[config.mk]
export PLATFORM = sky130hd
export DESIGN_NAME = mem_ctrl
export DESIGN_NICKNAME = d
export VERILOG_FILES = /design/src/rtl/mem_ctrl.sv
export SDC_FILE = /design/constraint.sdc
export NUM_CORES = 1
export LEC_CHECK = 0
export BUFFER_PORTS_ARGS = -buffer_cell sky130_fd_sc_hd__buf_2
export CAP_MARGIN = 0
export CORE_ASPECT_RATIO = 1.2
export CORE_MARGIN = 2
export CORE_UTILIZATION = 35
export DETAILED_ROUTE_END_ITERATION = 7
export GPL_TIMING_DRIVEN = 0
export HOLD_SLACK_MARGIN = 0.15
export PLACE_DENSITY = 0.57
export SYNTH_ARGS = -nofsm -noshare
export SYNTH_HDL_FRONTEND = slang
export SYNTH_SLANG_ARGS = --single-unit
[constraint.sdc]
create_clock -name clk -period 5.8 [get_ports clk]
set_input_delay 1.45 -clock clk [delete_from_list [all_inputs] [get_ports clk]]
set_output_delay 1.45 -clock clk [all_outputs]
set_load 0.03 [all_outputs]
[src/rtl/mem_ctrl.sv]
// Load/store controller: breaks byte, halfword and word accesses into sequential
// byte transfers on a byte-wide RAM whose read data arrives one cycle after ram_re.
module mem_ctrl (
    input  logic        clk,
    input  logic        reset,
    input  logic [31:0] addr,
    input  logic [2:0]  read_op,
    input  logic [1:0]  write_op,
    input  logic [31:0] wdata,
    output logic [31:0] rdata,
    output logic        busy,
    output logic        done,
    output logic        misaligned,
    output logic [31:0] ram_addr,
    output logic        ram_re,
    output logic        ram_we,
    output logic [7:0]  ram_wdata,
    input  logic [7:0]  ram_rdata
);

    localparam logic [2:0] LB    = 3'b000;
    localparam logic [2:0] LH    = 3'b001;
    localparam logic [2:0] LW    = 3'b010;
    localparam logic [2:0] LBU   = 3'b100;
    localparam logic [2:0] LHU   = 3'b101;
    localparam logic [1:0] SB    = 2'b00;
    localparam logic [1:0] SH    = 2'b01;
    localparam logic [1:0] SW    = 2'b10;
    localparam logic [1:0] SNONE = 2'b11;

    typedef enum logic [1:0] {
        ST_IDLE,
        ST_READ,
        ST_WRITE
    } state_t;

    state_t      r_state;
    logic [2:0]  r_cnt;
    logic [2:0]  r_size;
    logic        r_signed;
    logic [31:0] r_buf;
    logic [23:0] r_wshift;

    logic        w_rd_req;
    logic        w_wr_req;
    logic        w_req_signed;
    logic        w_misalign;
    logic [2:0]  w_req_size;
    logic [31:0] w_rd_word;
    logic [31:0] w_rd_ext;

    // Unlisted load codes fall out of this set and therefore behave as LNONE.
    assign w_rd_req     = read_op inside {LB, LH, LW, LBU, LHU};
    assign w_wr_req     = (write_op != SNONE);
    assign w_req_signed = ~read_op[2];
    assign busy         = (r_state != ST_IDLE);

    // NOTE: every signal written in always_comb gets a default first, so no path can infer a latch.
    always_comb begin
        w_req_size = 3'd1;
        if (w_rd_req) begin
            case (read_op[1:0])
                2'b01:   w_req_size = 3'd2;
                2'b10:   w_req_size = 3'd4;
                default: w_req_size = 3'd1;
            endcase
        end else begin
            case (write_op)
                SB:      w_req_size = 3'd1;
                SH:      w_req_size = 3'd2;
                SW:      w_req_size = 3'd4;
                default: w_req_size = 3'd1;
            endcase
        end
    end

    assign w_misalign = ((w_req_size == 3'd2) && addr[0]) ||
                        ((w_req_size == 3'd4) && (addr[1:0] != 2'b00));

    // The byte strobed in cycle k arrives in cycle k+1, so it lands in lane k-1 = r_cnt-2.
    always_comb begin
        w_rd_word = r_buf;
        case (r_cnt)
            3'd2:    w_rd_word[7:0]   = ram_rdata;
            3'd3:    w_rd_word[15:8]  = ram_rdata;
            3'd4:    w_rd_word[23:16] = ram_rdata;
            3'd5:    w_rd_word[31:24] = ram_rdata;
            default: w_rd_word        = r_buf;
        endcase
    end

    always_comb begin
        case (r_size)
            3'd1:    w_rd_ext = {{24{r_signed & w_rd_word[7]}}, w_rd_word[7:0]};
            3'd2:    w_rd_ext = {{16{r_signed & w_rd_word[15]}}, w_rd_word[15:0]};
            default: w_rd_ext = w_rd_word;
        endcase
    end

    // NOTE: all state uses non-blocking assignments so every register sees pre-edge values.
    always_ff @(posedge clk) begin
        if (reset) begin
            r_state    <= ST_IDLE;
            r_cnt      <= 3'd0;
            r_size     <= 3'd1;
            r_signed   <= 1'b0;
            r_buf      <= 32'h0;
            r_wshift   <= 24'h0;
            rdata      <= 32'h0;
            done       <= 1'b0;
            misaligned <= 1'b0;
            ram_addr   <= 32'h0;
            ram_re     <= 1'b0;
            ram_we     <= 1'b0;
            ram_wdata  <= 8'h0;
        end else begin
            done       <= 1'b0;
            misaligned <= 1'b0;
            case (r_state)
                ST_IDLE: begin
                    if (w_rd_req || w_wr_req) begin
                        r_size   <= w_req_size;
                        r_signed <= w_req_signed;
                        r_cnt    <= 3'd1;
                        if (w_misalign) begin
                            done       <= 1'b1;
                            misaligned <= 1'b1;
                        end else if (w_rd_req) begin
                            r_state  <= ST_READ;
                            r_buf    <= 32'h0;
                            ram_addr <= addr;
                            ram_re   <= 1'b1;
                        end else begin
                            r_state   <= ST_WRITE;
                            r_wshift  <= wdata[31:8];
                            ram_addr  <= addr;
                            ram_wdata <= wdata[7:0];
                            ram_we    <= 1'b1;
                        end
                    end
                end

                ST_READ: begin
                    r_cnt <= r_cnt + 3'd1;
                    r_buf <= w_rd_word;
                    if (r_cnt < r_size) begin
                        ram_addr <= ram_addr + 32'd1;
                    end else begin
                        ram_re <= 1'b0;
                    end
                    if (r_cnt == r_size + 3'd1) begin
                        rdata   <= w_rd_ext;
                        done    <= 1'b1;
                        r_state <= ST_IDLE;
                    end
                end

                ST_WRITE: begin
                    r_cnt <= r_cnt + 3'd1;
                    if (r_cnt < r_size) begin
                        ram_addr  <= ram_addr + 32'd1;
                        ram_wdata <= r_wshift[7:0];
                        r_wshift  <= {8'h00, r_wshift[23:8]};
                    end else begin
                        ram_we  <= 1'b0;
                        done    <= 1'b1;
                        r_state <= ST_IDLE;
                    end
                end

                default: r_state <= ST_IDLE;
            endcase
        end
    end

endmodule

==> results.yml <==
status:
  status: "completed"
timing:
  rsz0062_at_grt: "no"
  max-slew-margin-rel_pct: 29.9
  finalCritPeriodShare_pct: 65.8
  setup_viol: 0
  setup_tns_ns: 0
  hold_viol: 0
  period_minus_slack_ns: 3.82
  skew_ns: 0.0103
  drv_slew: 0
  fmax_mhz: 262
  tightestPinTransition_ns: 1.04
clock_tree:
  cts_buffers: 17
  cts_sinks: 141
  postCtsResizedCells: 0
  post_cts_buffers: 0
  cts_buffer_depth: 2
  root_buffer: "clkbuf_16"
  cts_tree: "built"
  cts.clk_slew.worst_paths_ns: 0.06
  insertion_delay_ns: 0.42
  h-tree-depth: 4
  post_cts_hold_buffer_count: 0
yosys:
  synth_area_leaders: "dfxtp_1 38%, a211oi_1 9.7%, mux2i_1 5.3%"
  synth-simple-area-share_pct: 15.0
  syn_inst: 807
  synth_area_um2: 7340
  synth_top_family_by_area: "compound AO/OA/AOI/OAI gates"
  ys_types: 72
  synthMuxAreaShare_pct: 8.84
  synth_warnings: 0
  seq_area_frac_synth_pct: 38.4
  syn_avg_cell_area_um2: 9.10
  synth_edf_count: 0
  synthArstFlopShare_pct: 0
  synthXorXnorAreaFrac_pct: 0.443
  synth_nets: 909
  synthFlopType: "dfxtp_1"
  synth-seq-cells: 141
  synthDominantCellAreaShare_pct: 38.4
  yosysTopAreaCell: "dfxtp_1"
  yosys.area_share.adder_pct: 3.92
  synth-compound-area-share_pct: 27.9
placed_design:
  hpwl_mm: 17.7
  post_dp_cell_area_um2: 8450
  port_buffers: 154
  place_congestion: 0.865
route:
  ant_nets: 0
  drc: 0
  wl_per_cell_um: 19.3
  firstDrtPassIters: 5
  drt_iter0_markers: 418
  drt-total-wl_mm: 24.4
  num_vias: 7137
  avgViaCountPerCell: 5.66
setup_path:
  critical_path_class: "in -> reg"
  r2r_end: "ram_addr[31]"
  path_cells: "buf_2 -> inv_1 -> ha_1 -> nor2_1 -> nand2_1 -> nor2_1 -> a221o_1 -> clkbuf_2 -> clkbuf_1 -> o31ai_1 -> a21oi_1"
  slowest_delay_ns: 0.67
  reg2reg_from: "r_state[0]"
  cp_common_cell: "nor2_1"
  cp-end-kind: "flop"
  crit_slowest_cell: "nor2_1"
  r2r_setup_slack_ns: 2.82
  r2r_cells: 10
  worstPathArrival_ns: 4.17
  path_max_fanout: 10
  start_kind: "input pin"
  worstPathRequired_ns: 6.15
global_route:
  antenna_found_initial: 0
  grt_busiest_layer: "met2"
  grt_util_met2_pct: 36.9
  use_met1_pct: 28.4
  use_met3_pct: 5.54
  grt_pass1_wl_mm: 38.5
  grt_pass1_vias: 6947
  grt_max_degree: 17
  grt.overflow.total: 0
  track_usage_pct: 22.3
floorplan:
  ios: 156
  initial_core_util_pct: 35.4
  die_y_um: 163
  rows: 58
  die_w_um: 136
  die_area_um2: 22200
  core_um2: 20800
pwr:
  share_seq_of_total_power_pct: 33.6
  p_leak_nw: 3.50
  power_switching_mw: 1.68
  swShare_pct: 42.2
  powerDensity_nw_per_um2: 440
  ir_drop_mv: 0.237
  comb_power_share_pct: 40.1
  internal-power_mw: 2.29
  p_clk_share_pct: 26.3
worst_hold_path:
  whs_path_depth: 1
  min_to: "r_buf[20]"
  holdCritStartpoint: "r_buf[20]"
  hp-class: "reg -> reg"
final_layout:
  drive_gt1_share_pct: 25.1
  diodes: 0
  nNetsFinal: 1082
  final_area_um2: 9010
  layout_commonest_cell: "buf_2"
  areaGrowthSynthToFinish_pct: 22.7
  final_cell_mix: "160 x buf_2, 141 x dfxtp_1, 95 x a211oi_1"
flow_run:
  maxCapViolCount: 0
## cell type report
class / count / area, um^2
sequential: 141 / 2820
clock buffer: 25 / 495
buffer: 65 / 303
timing repair buffer: 154 / 771
inverter: 25 / 93.8
tap: 270 / 338
multi-input combinational: 576 / 4130
clock inverter: 6 / 60.1
fill: 2184 / 11700
## through the flow
stage / setup WS [ns] / utilization (%) / hold slack (ns) / std cells / power, mW
after detailed placement: 1.58 / 40.7 / 0.450 / 1231 / 2.92
final: 1.98 / 43.4 / 0.462 / 1262 / 3.97
after global routing: 1.65 / 43.4 / 0.476 / 1262 / 4.18
after CTS: 2.04 / 43.4 / 0.463 / 1262 / 3.97
after global placement: 1.59 / 40.7 / 0.440 / 1231 / 2.92
after floorplan: 2.34 / - / 0.436 / 807 / 2.41
## synthesized netlist by cell type, types with 3 or more instances
cell,instances
nand2_1,63
buf_4,5
o21ai_0,14
mux2_2,23
nor2_1,65
nor2b_1,6
or4_4,3
o32ai_1,7
a31oi_1,12
nand2b_1,5
mux2i_1,39
nand4_1,7
buf_2,6
nand3_1,16
or2_2,3
and3_1,5
or3_1,3
buf_6,4
a32o_1,27
a22o_1,19
a311oi_1,3
a21oi_1,31
nor2_2,3
nor4_1,7
clkbuf_1,44
nor3_1,15
o311ai_0,11
a21o_1,3
ha_1,23
a21oi_2,4
nor3_2,4
dfxtp_1,141
inv_1,24
o31ai_1,14
buf_1,4
a211oi_1,95
a211o_1,5
## power by group through the flow
stage | clock, mW | sequential [mW] | combinational, mW
final | 1.04 | 1.33 | 1.59
after global routing | 1.11 | 1.35 | 1.72
after CTS | 1.06 | 1.33 | 1.58
after detailed placement | 0 | 1.35 | 1.58
after global placement | 0 | 1.34 | 1.57
after floorplan | 0 | 1.56 | 0.852
## worst max-delay path: cells and delay by family
kind / cells / cell delay [ns]
simple gates: 3 / 1.10
compound gates: 3 / 0.55
buf+inv: 4 / 0.85
fa+ha+maj: 1 / 0.21
## flip-flops by register name (all words and copies together) (netlist names)
name / count
ram_we: 1
misaligned: 1
ram_addr: 32
r_wshift: 24
r_state: 2
ram_wdata: 8
rdata: 32
done: 1
r_cnt: 3
ram_re: 1
r_buf: 32
r_signed: 1
r_size: 3
## cells by family after synthesis
| logic type | Yosys count |
|---|---|
| and+or+nand+nor | 222 |
| buffers and inverters | 90 |
| muxes | 62 |
| adders and majority gates | 23 |
| DFF | 141 |
| xor gates and xnor gates | 2 |
| AOI/OAI and AO/OA | 267 |
## worst max-delay path by stage
stage,startpoint,to,slack [ns],depth (start not counted)
after global placement,read_op[0],ram_addr[31],1.59,11
final,read_op[0],ram_addr[31],1.98,11
after CTS,read_op[0],ram_addr[7],2.04,11
after global routing,read_op[0],ram_addr[3],1.65,11
after detailed placement,read_op[0],ram_addr[29],1.58,11
after floorplan,read_op[0],r_buf[0],2.34,9
## routing by layer
layer	part of all wire (%)	up-vias	wire (um)
met5	0	-	0
met4	2.4	0	598
li1	-	3438	-
met2	47	280	11500
met1	43	3373	10400
met3	7.6	46	1850
No activity file was read; power rests on OpenSTA's default activity.
